--- config.mk ---
export PLATFORM = sky130hd
export DESIGN_NAME = demux_frame_seq_flat
export DESIGN_NICKNAME = d
export VERILOG_FILES = /design/src/rtl/demux_frame_seq_if.sv /design/src/rtl/demux_frame_seq.sv /design/src/flat_wrapper.sv
export SDC_FILE = /design/constraint.sdc
export NUM_CORES = 1
export LEC_CHECK = 0
export CAP_MARGIN = 10
export CORE_MARGIN = 2
export CORE_UTILIZATION = 52
export CTS_CLUSTER_DIAMETER = 100
export DETAILED_ROUTE_END_ITERATION = 10
export PLACE_DENSITY = 0.85
export SETUP_SLACK_MARGIN = 0.4
export SLEW_MARGIN = 10
export SYNTH_ARGS = -nofsm -noshare
export SYNTH_HDL_FRONTEND = slang
export SYNTH_SLANG_ARGS = --single-unit
--- constraint.sdc ---
create_clock -name clk -period 2 [get_ports clk]
set_clock_uncertainty 0.1 [all_clocks]
set_input_delay 0.3 -clock clk [delete_from_list [all_inputs] [get_ports clk]]
set_output_delay 0.3 -clock clk [all_outputs]
set_load 0.005 [all_outputs]
--- src/rtl/demux_frame_seq_if.sv ---
// Frame handshake and demux drive bundle between an upstream frame source and the sequencer.
// Latency: none (wires only).
// Backpressure: in_ready gates in_valid; d/x/out_valid/frame_done/busy are pure outputs.
// Ports: in_valid/in_ready/in_data frame handshake, abort cancel, d/x demux drive,
//        out_valid live-channel flag, frame_done completion pulse, busy frame-in-progress flag.
interface demux_frame_seq_if;
    logic       in_valid;
    logic       in_ready;
    logic [3:0] in_data;
    logic       abort;
    logic       d;
    logic [1:0] x;
    logic       out_valid;
    logic       frame_done;
    logic       busy;

    // Frame source side.
    modport master (
        output in_valid, in_data, abort,
        input  in_ready, d, x, out_valid, frame_done, busy
    );

    // Sequencer side.
    modport slave (
        input  in_valid, in_data, abort,
        output in_ready, d, x, out_valid, frame_done, busy
    );
endinterface

--- src/rtl/demux_frame_seq.sv ---
// Latches a 4-bit frame and walks the demux select x through channels 0..3, driving d = frame[x].
// Latency: channel 0 is on the outputs the cycle after acceptance; frame_done pulses 4*DWELL+1 cycles after acceptance.
// Backpressure: in_ready is low for the whole frame (DRIVE and DONE); offers while low are ignored.
// Ports: clk, rst_n (sync, active-low); bus = slave side of demux_frame_seq_if.
module demux_frame_seq #(
    parameter int unsigned DWELL = 2
) (
    input  logic                 clk,
    input  logic                 rst_n,
    demux_frame_seq_if.slave     bus
);

    typedef enum logic [1:0] {
        S_IDLE  = 2'd0,
        S_DRIVE = 2'd1,
        S_DONE  = 2'd2
    } state_t;

    localparam logic [7:0] DWELL_LAST = 8'(DWELL - 1);

    state_t     r_state;
    logic [3:0] r_frame;
    logic [1:0] r_ch;
    logic [7:0] r_dwell_cnt;

    logic       r_d;
    logic [1:0] r_x;
    logic       r_out_valid;
    logic       r_frame_done;
    logic       r_busy;
    logic       r_in_ready;

    logic [1:0] w_ch_nxt;
    logic       w_accept;

    assign w_ch_nxt = r_ch + 2'd1;
    // abort in IDLE blocks the transfer on that edge.
    assign w_accept = bus.in_valid && r_in_ready && !bus.abort;

    always_ff @(posedge clk) begin
        if (!rst_n) begin
            r_state      <= S_IDLE;
            r_frame      <= 4'd0;
            r_ch         <= 2'd0;
            r_dwell_cnt  <= 8'd0;
            r_d          <= 1'b0;
            r_x          <= 2'd0;
            r_out_valid  <= 1'b0;
            r_frame_done <= 1'b0;
            r_busy       <= 1'b0;
            r_in_ready   <= 1'b1;
        end else begin
            case (r_state)
                S_IDLE: begin
                    if (w_accept) begin
                        // Outputs are registered, so channel 0 is loaded straight from in_data.
                        r_state     <= S_DRIVE;
                        r_frame     <= bus.in_data;
                        r_ch        <= 2'd0;
                        r_dwell_cnt <= 8'd0;
                        r_out_valid <= 1'b1;
                        r_x         <= 2'd0;
                        r_d         <= bus.in_data[0];
                        r_busy      <= 1'b1;
                        r_in_ready  <= 1'b0;
                    end
                end

                S_DRIVE: begin
                    if (bus.abort) begin
                        r_state     <= S_IDLE;
                        r_ch        <= 2'd0;
                        r_dwell_cnt <= 8'd0;
                        r_out_valid <= 1'b0;
                        r_x         <= 2'd0;
                        r_d         <= 1'b0;
                        r_busy      <= 1'b0;
                        r_in_ready  <= 1'b1;
                    end else if (r_dwell_cnt == DWELL_LAST) begin
                        r_dwell_cnt <= 8'd0;
                        if (r_ch == 2'd3) begin
                            // Last channel expired: ch is left at 3 rather than wrapping.
                            r_state      <= S_DONE;
                            r_out_valid  <= 1'b0;
                            r_x          <= 2'd0;
                            r_d          <= 1'b0;
                            r_frame_done <= 1'b1;
                        end else begin
                            // x and d move together so d is never stale while out_valid=1.
                            r_ch <= w_ch_nxt;
                            r_x  <= w_ch_nxt;
                            r_d  <= r_frame[w_ch_nxt];
                        end
                    end else begin
                        r_dwell_cnt <= r_dwell_cnt + 8'd1;
                    end
                end

                S_DONE: begin
                    // abort here changes nothing: the pulse already went out this cycle.
                    r_state      <= S_IDLE;
                    r_ch         <= 2'd0;
                    r_frame_done <= 1'b0;
                    r_busy       <= 1'b0;
                    r_in_ready   <= 1'b1;
                end

                default: begin
                    r_state      <= S_IDLE;
                    r_ch         <= 2'd0;
                    r_dwell_cnt  <= 8'd0;
                    r_out_valid  <= 1'b0;
                    r_x          <= 2'd0;
                    r_d          <= 1'b0;
                    r_frame_done <= 1'b0;
                    r_busy       <= 1'b0;
                    r_in_ready   <= 1'b1;
                end
            endcase
        end
    end

    assign bus.d          = r_d;
    assign bus.x          = r_x;
    assign bus.out_valid  = r_out_valid;
    assign bus.frame_done = r_frame_done;
    assign bus.busy       = r_busy;
    assign bus.in_ready   = r_in_ready;

endmodule

--- src/flat_wrapper.sv ---
// flat-port wrapper written by rule: the top's interface ports become plain ports
module demux_frame_seq_flat 
#(
    parameter int unsigned DWELL = 2
)
  (clk, rst_n, bus_in_valid, bus_in_data, bus_abort, bus_in_ready, bus_d, bus_x, bus_out_valid, bus_frame_done, bus_busy);
  demux_frame_seq_if bus_i ();
  input  logic clk;
  input  logic rst_n;
  input wire logic [$bits(bus_i.in_valid)-1:0] bus_in_valid;
  input wire logic [$bits(bus_i.in_data)-1:0] bus_in_data;
  input wire logic [$bits(bus_i.abort)-1:0] bus_abort;
  output wire logic [$bits(bus_i.in_ready)-1:0] bus_in_ready;
  output wire logic [$bits(bus_i.d)-1:0] bus_d;
  output wire logic [$bits(bus_i.x)-1:0] bus_x;
  output wire logic [$bits(bus_i.out_valid)-1:0] bus_out_valid;
  output wire logic [$bits(bus_i.frame_done)-1:0] bus_frame_done;
  output wire logic [$bits(bus_i.busy)-1:0] bus_busy;
  assign bus_i.in_valid = bus_in_valid;
  assign bus_i.in_data = bus_in_data;
  assign bus_i.abort = bus_abort;
  assign bus_in_ready = bus_i.in_ready;
  assign bus_d = bus_i.d;
  assign bus_x = bus_i.x;
  assign bus_out_valid = bus_i.out_valid;
  assign bus_frame_done = bus_i.frame_done;
  assign bus_busy = bus_i.busy;
  demux_frame_seq #(.DWELL(DWELL)) u_core (.clk(clk), .rst_n(rst_n), .bus(bus_i));
endmodule
==> flow_summary.json, run 1 <==
{
  "min_period_ns": 1.75,
  "worstPathMaxFanout": 2,
  "ys.flop_type": "dfxtp_1",
  "period_share_pct": 87.7,
  "ys_seq_area_share_pct": 42.5,
  "root_buffer": "clkbuf_4",
  "grt_pass1_vias": 1117,
  "synth_compound_area_share_pct": 19.2,
  "ys_ff_latch": 23,
  "rows": 16,
  "max_slew_margin_pct": 74.6,
  "n_fill_cell": 109,
  "crit_path_start_kind": "flip-flop",
  "synth.top_cell.area_share_pct": 42.5,
  "syn_area_um2": 1080,
  "drv_cap": 0,
  "area_delta_synth_final_pct": 53.4,
  "syn_inst": 118,
  "htree_num_levels": 1,
  "fp.coreArea_um2": 1960,
  "die_area_um2": 2460,
  "synthMuxAreaShare_pct": 5.78,
  "clk_pin_slew_ns": 0.14,
  "numCtsBuffers": 3,
  "fin_cells": 189,
  "tightest_slew_ns": 0.381,
  "drc_errors": 0,
  "cp_cell_sequence": "ha_4 > mux4_2 > nor4b_4 > a21oi_2 > o41ai_2",
  "p_leak_uw": 0.000729,
  "path_class": "flip-flop to flip-flop",
  "cts_sinks": 23,
  "nets": 174,
  "synth_common_cells": "dfxtp_1, nor2_1, a21oi_1",
  "via_count": 1152,
  "min_path_type": "flip-flop to flip-flop",
  "r2r_setup_slack_ns": 0.25,
  "p_per_area_nw_per_um2": 556,
  "grt.total_usage_pct": 27.9,
  "setup_violations": 0,
  "synth_xor_area_share_pct": 4.05,
  "initial_utilization_pct": 55.2,
  "synthAdderAreaFrac_pct": 3.47,
  "drv_slew": 0,
  "antenna_found_initial": 0,
  "first_pass_iters": 4,
  "wirelength_um": 3800,
  "hold_buffers": 0,
  "ctsLongestPathBuffers": 2,
  "ys_types": 36,
  "n_antenna_cell": 0,
  "cts_tree": "built",
  "synthTopCellsByArea": "dfxtp_1, nor2_1, a21oi_1",
  "cp_num_buf_inv": 0,
  "gp_congestion": 0.827,
  "vias_per_cell": 6.10,
  "avgSynthCellArea_um2": 9.17,
  "finalHoldViolCount": 0,
  "synth_enable_flop_cells": 0,
  "synth_area_leader_cell": "dfxtp_1",
  "finish.utilization_pct": 84.6,
  "pin_count": 15,
  "status": "complete, no violations",
  "peakVddDrop_v": 0.000582,
  "slowest_stage": "mux4_2",
  "timing.fmax_mhz": 570,
  "rsz0062_at_grt": "true",
  "syn-num-nets": 129,
  "finalInstanceArea_um2": 1660,
  "synth_most_common_cell": "dfxtp_1",
  "grt_overflow": 0,
  "post_dp_cell_area_um2": 1340,
  "first_iter_violations": 39,
  "wl_per_cell_um": 20.1,
  "tns_ns": 0,
  "yosys_warnings": 0,
  "worstPathArrival_ns": 1.89,
  "grt_first_pass_wirelength_um": 5160,
  "synth_top_family_by_area": "simple AND/OR/NAND/NOR gates",
  "ys_async_sr_fraction_pct": 0,
  "die_w_um": 49.6,
  "yosys.area_share.simple_pct": 22.7,
  "grt_max_degree": 15,
  "io_buffers": 14,
  "crit_family": "multiplexers",
  "crit_required_ns": 2.14,
  "die_y_um": 49.6,
  "crit_path_max_incr_delay_ns": 0.52,
  "placed_cells": 166,
  "hpwl_um": 1750,
  "drive_gt1_share_pct": 42.6,
  "clk-insertion-delay-late_ns": 0.34,
  "cp-end-kind": "flip-flop",
  "antenna_left": 0
}
## worst paths after layout
kind / from / to / depth (start not counted)
max reg2reg: u_core.r_ch[0] / u_core.bus.d / 5
max: u_core.r_ch[0] / u_core.bus.d / 5
min reg2reg: u_core.bus.frame_done / u_core.bus.frame_done / 1
min: u_core.bus.frame_done / u_core.bus.frame_done / 1
## layout make-up
cell class	count	area [um^2]	share of cell area, %
Tap cell	27	33.8	2.03
Multi-Input combinational cell	89	712	42.9
Clock inverter	1	5.00	0.301
Timing Repair Buffer	43	389	23.4
Clock buffer	3	22.5	1.36
Inverter	3	13.8	0.829
Sequential cell	23	484	29.2
## repair_timing
item / in CTS / in global routing
pin swaps: 5 / 16
cloned: 0 / 0
gates resized for setup: 15 / 33
setup endpoints to repair: 16 / 21
setup buffers: 9 / 10
## layout by cell type (no fill, tap or decap), drive strengths merged, types with 4 or more instances in the layout
| master | n |
|---|---|
| buf | 29 |
| nor2 | 20 |
| clkdlybuf4s50 | 6 |
| o21ai | 7 |
| xor2 | 5 |
| nand2 | 4 |
| a21oi | 12 |
| dlymetal6s2s | 7 |
| dfxtp | 23 |
| mux2i | 4 |
## registers in the layout (all words and copies together) (netlist names)
name	count
u_core.bus.d	1
u_core.bus.busy	1
u_core.bus.out_valid	1
u_core.bus.x	2
u_core.bus.frame_done	1
u_core.r_dwell_cnt	8
u_core.r_ch	2
u_core.r_frame	4
u_core.r_state	2
u_core.bus.in_ready	1
## cells by family after synthesis
kind of cell	count (synthesis)
and+or+nand+nor	45
AOI/OAI and AO/OA	31
DFF	23
buffers and inverters	6
xor gates and xnor gates	5
muxes	5
adders and majority gates	3
## power breakdown
part,leakage (uW),switching [uW],internal (uW)
Sequential,0.000192,12.5,472
Clock,0.0000177,159,75.4
Combinational,0.000519,100,104
Total,0.000729,272,652
## layer usage
| layer | track usage [%] | part of all wire [%] | vias to the layer above | wire (um) |
|---|---|---|---|---|
| met5 | 0 | 0 | - | 0 |
| met2 | 48.7 | 53 | 58 | 2020 |
| met4 | 13.0 | 3.0 | 0 | 113 |
| li1 | - | - | 517 | - |
| met1 | 34.0 | 40 | 567 | 1500 |
| met3 | 3.33 | 4.4 | 10 | 168 |
## per-stage QoR
stage	total power, uW	worst slack, ns	hold slack (ns)
6_report	924	0.246	0.366
5_1_grt	952	0.233	0.396
4_1_cts	869	0.291	0.383
3_5_place_dp	631	-0.139	0.353
3_3_place_gp	626	-0.0478	0.352
2_1_floorplan	567	0.399	0.318
Note: power is estimated with default switching activity, not from simulation.
==> run 2, diff against run 1 <==
- CAP_MARGIN: 10 -> not set
==> results of run 2 <==
Final layout, timing and power as in run 1 (identical DEF).
==> run 3, diff against run 2 <==
==> constraint.sdc (replaced) <==
create_clock -name clk -period 2 [get_ports clk]
set_clock_uncertainty 0.1 [all_clocks]
set_input_delay 0.3 -clock clk [delete_from_list [all_inputs] [get_ports clk]]
set_output_delay 0.3 -clock clk [all_outputs]
set_load 0.02 [all_outputs]
==> run 3 against run 2 <==
  * Critical path depth stayed put
  * Clock power is 2% lower
  * Core utilization is 3.6 points lower
  * Worst hold slack better by 0.016 ns
  * Routed wire length is 14% lower
  * Non-clock buffer count is 6 lower
  * First-iteration DRC count is 38% higher
  * Global-route usage is 2.8 points lower
  * Critical path type unchanged
  * Critical endpoint unchanged
  * Largest power group unchanged
  * Highest routed layer unchanged
==> flow_summary.json, run 3 (synthesis results as in run 1) <==
{
  "status": "complete, no violations",
  "reg2regPathDepth": 5,
  "post_dp_cell_area_um2": 1350,
  "timing.fmax_mhz": 589,
  "largest_register_ffs": 8,
  "final_common_cell": "buf_4",
  "r2r-start": "u_core.r_ch[0]",
  "rows": 16,
  "setup_violations": 0,
  "antenna_found_initial": 0,
  "fp.coreArea_um2": 1960,
  "max_slew_margin_pct": 71.5,
  "worst_hold_slack_ns": 0.383,
  "top_regs": "u_core.r_dwell_cnt x8, u_core.r_frame x4",
  "cts_tree": "built",
  "antenna_left": 0,
  "pin_count": 15,
  "tightest_slew_ns": 0.427,
  "largest-register": "u_core.r_dwell_cnt",
  "die_y_um": 49.6,
  "wirelength_um": 3280,
  "grt_max_degree": 14,
  "cts_sinks": 23,
  "die_area_um2": 2460,
  "grt_first_pass_wirelength_um": 4760,
  "crit_start": "u_core.r_ch[0]",
  "initial_utilization_pct": 55.2,
  "min_period_ns": 1.70,
  "via_count": 1108,
  "drv_cap": 0,
  "r2r_end": "u_core.bus.d",
  "root_buffer": "clkbuf_4",
  "first_pass_iters": 4,
  "wl_per_cell_um": 17.9,
  "first_iter_violations": 54,
  "peakVddDrop_v": 0.000429,
  "drv_slew": 0,
  "path_class": "flip-flop to flip-flop",
  "nets": 168,
  "vias_per_cell": 6.05,
  "cp-end-kind": "flip-flop",
  "rsz0062_at_grt": "true",
  "finalInstanceArea_um2": 1590,
  "area_delta_synth_final_pct": 46.8,
  "clk-insertion-delay-late_ns": 0.32,
  "ctsLongestPathBuffers": 2,
  "n_antenna_cell": 0,
  "grt_overflow": 0,
  "crit_required_ns": 2.12,
  "htree_num_levels": 1,
  "min_path_type": "flip-flop to flip-flop",
  "grt_pass1_vias": 1051,
  "setup_slack_ns": 0.301,
  "grt.total_usage_pct": 25.1,
  "finalHoldViolCount": 0,
  "period_share_pct": 85.0,
  "endpoint": "u_core.bus.d",
  "r2r_setup_slack_ns": 0.30,
  "mostFrequentLayoutCells": "buf_4, nor2_1, dfxtp_1",
  "p_per_area_nw_per_um2": 572,
  "power_uw": 909,
  "numCtsBuffers": 3,
  "dpl_worst_slack_ns": -0.0924,
  "worstPathMaxFanout": 2,
  "p_leak_uw": 0.000633,
  "clk_pin_slew_ns": 0.14,
  "drc_errors": 0,
  "io_buffers": 14,
  "drive_gt1_share_pct": 35.9,
  "gp_congestion": 0.856,
  "worstPathArrival_ns": 1.81,
  "crit_path_start_kind": "flip-flop",
  "die_w_um": 49.6,
  "hpwl_um": 1820
}
-- run 3: what timing repair did --
action,in CTS,in global routing
setup buffers,8,3
hold endpoints to repair,0,0
gates resized for setup,25,12
pin swaps,9,7
hold buffers,0,0
setup endpoints to repair,22,14
gates cloned,0,1
-- run 3: worst max-delay path, cell delays in order, from the launching register on --
cell	delay [ns]
dfxtp_4	0.38
ha_4	0.26
mux4_2	0.49
nor4b_4	0.15
a21oi_2	0.13
o41ai_2	0.08
-- run 3: area by class of cell --
| cell class | count | area, um^2 |
|---|---|---|
| clock buffer | 3 | 22.5 |
| clock inverter | 1 | 5.00 |
| fill | 127 | 373 |
| inverter | 3 | 11.3 |
| multi-input combinational | 89 | 702 |
| sequential | 23 | 475 |
| tap | 27 | 33.8 |
| timing repair buffer | 37 | 339 |
-- run 3: per-stage QoR --
stage	setup TNS (ns)	cells	utilization, %
3_5_place_dp	-0.166	167	68.8
2_1_floorplan	0	118	-
3_3_place_gp	-0.0844	167	68.8
4_1_cts	0	179	76.5
5_1_grt	0	183	81.0
6_report	0	183	81.0
-- run 3: layer usage --
layer	share of wire [%]	GRT usage, %
met3	4.4	3.64
met1	43	30.7
met2	50	43.3
met4	2.9	11.1
met5	0	0
-- run 3: worst min-delay path by stage --
stage / start / to / slack (ns) / cells past startpoint
global route: u_core.r_ch[1] / u_core.r_ch[1] / 0.42 / 2
floorplan: rst_n / u_core.r_state[0] / 0.32 / 1
detailed placement: u_core.bus.frame_done / u_core.bus.frame_done / 0.36 / 1
CTS: u_core.bus.frame_done / u_core.bus.frame_done / 0.38 / 1
global placement: u_core.bus.frame_done / u_core.bus.frame_done / 0.35 / 1
finish: u_core.bus.frame_done / u_core.bus.frame_done / 0.38 / 1
-- run 3: power breakdown --
part / total (uW) / internal, uW / switching, uW
sequential: 485 / 472 / 12.9
clock: 230 / 75.0 / 155
combinational: 194 / 95.8 / 98.1
total: 909 / 643 / 266
==> edit (settings of run 2) <==
Encoding of `state_t`: now one-hot (3 bits for 3 states).
--- a/src/rtl/demux_frame_seq.sv
+++ b/src/rtl/demux_frame_seq.sv
@@ -10,10 +10,10 @@
     demux_frame_seq_if.slave     bus
 );
 
-    typedef enum logic [1:0] {
-        S_IDLE  = 2'd0,
-        S_DRIVE = 2'd1,
-        S_DONE  = 2'd2
+    typedef enum logic [2:0] {
+        S_IDLE  = 3'b001,
+        S_DRIVE = 3'b010,
+        S_DONE  = 3'b100
     } state_t;
 
     localparam logic [7:0] DWELL_LAST = 8'(DWELL - 1);
Behaviour: no difference found for any inputs over 10 cycles, from zero or initial values and one cycle with rst_n low; not proved beyond that.
==> edit against run 2 <==
Die area grew 12%; sequential cell count grew 1; area after synthesis grew 13%; setup slack gained 0.056 ns; via count shrank 3.6%; routed wire length shrank 24%; design area shrank 0.83%; first-iteration DRC count shrank 59%; highest routed layer unchanged.
Power is not compared: it rests on default switching activity, and its combinational part moved more than twofold at a synthesized area within 25%.
==> edit: results <==
metrics = {
    "run_status": {
        "outcome": "completed",
    },
    "place": {
        "dpl.hpwl_mm": 2.009,
        "dpl_cell_area_um2": 1471,
        "gp_congestion": 0.8342,
        "place_ws_ns": -0.03860,
    },
    "layout": {
        "final_cells": 186,
        "reg.largest.list": "u_core.r_dwell_cnt (8), u_core.r_frame (4), u_core.r_state (3)",
        "synthToLayoutAreaGrowth_pct": 34.42,
        "regArea_um2": 506.7,
        "nNetsFinal": 171,
        "drive_gt1_share_pct": 36.08,
        "signal_buffers": 32,
        "inv_count": 2,
        "clk_share_pct": 1.368,
        "multi_input_gates": 97,
        "fillers": 159,
        "multi_input_area_share_pct": 48.02,
        "buf_share_pct": 17.25,
    },
    "setup_path": {
        "reg2reg_from": "u_core.r_dwell_cnt[1]",
        "cp.arrival_ns": 1.84,
        "cp_slowest_cell": "or4b_1",
        "path_delay_family": "simple AND/OR/NAND/NOR gates",
        "ff2ff_path_depth": 6,
        "worst-r2r-setup-slack_ns": 0.30,
    },
    "synth": {
        "synth_top_cells_by_count": "dfxtp_1 (24), nand2_1 (13), a21oi_1 (9)",
        "ys_types": 47,
        "syn_nets": 138,
        "synthCells": 127,
        "ys_top_cells_by_area": "dfxtp_1 (39%), a21boi_1 (4.3%), nand2_1 (4.0%)",
        "synth-seq-cells": 24,
        "ys_seq_area_share_pct": 39.22,
    },
    "global_route": {
        "grt_use_total_pct": 23.89,
        "met3_usage_pct": 4.286,
        "met2_usage_pct": 37.92,
        "grt_max_degree": 13,
        "antenna_found_initial": 0,
        "grt_pass1_vias": 1061,
        "met1_usage_pct": 31.61,
        "grt_first_pass_wirelength_mm": 4.816,
    },
    "route": {
        "wl_met2_mm": 1.412,
        "vias_per_cell": 5.973,
        "m1WireLength_mm": 1.248,
        "drtIter0Drc": 16,
        "routedWlPerCell_um": 15.47,
        "wl_met3_um": 168,
    },
    "clock_network": {
        "ctsResizeCount": 21,
        "clock_latency_ns": 0.30,
        "path_clk_slew_ns": 0.12,
        "cts_buffer_depth": 2,
    },
    "sta": {
        "fin_hold_ws_ns": 0.3752,
        "slew-limit-headroom_pct": 75.04,
        "fin_ws_ns": 0.3021,
    },
    "worst_hold_path": {
        "hold-path-cell-count": 2,
        "hold_class": "register to register",
    },
    "die": {
        "dieArea_um2": 2760,
    },
}
==> edit: power breakdown <==
group	leakage [nW]	internal, mW	switching, mW	total (mW)
clock network	0.0138	0.0703	0.133	0.204
logic	0.400	0.216	0.226	0.442
registers	0.200	0.522	0.0409	0.563
total	0.614	0.808	0.400	1.21
==> edit: worst max-delay path by stage <==
stage,start,end
floorplan,u_core.r_dwell_cnt[1],u_core.bus.frame_done
global placement,bus_abort,u_core.r_dwell_cnt[1]
detailed placement,bus_abort,u_core.r_dwell_cnt[1]
CTS,u_core.r_ch[0],u_core.bus.d
global route,u_core.r_state[0],u_core.r_dwell_cnt[4]
finish,u_core.r_dwell_cnt[1],u_core.bus.frame_done
==> edit: logic make-up after synthesis <==
kind of cell | count (synthesis) | synth area share (%)
compound gates | 41 | 23.70
xor+xnor | 4 | 2.861
fa+ha+maj | 3 | 3.065
buf+inv | 6 | 2.656
flops | 24 | 39.22
mux | 1 | 1.838
simple gates | 48 | 26.66
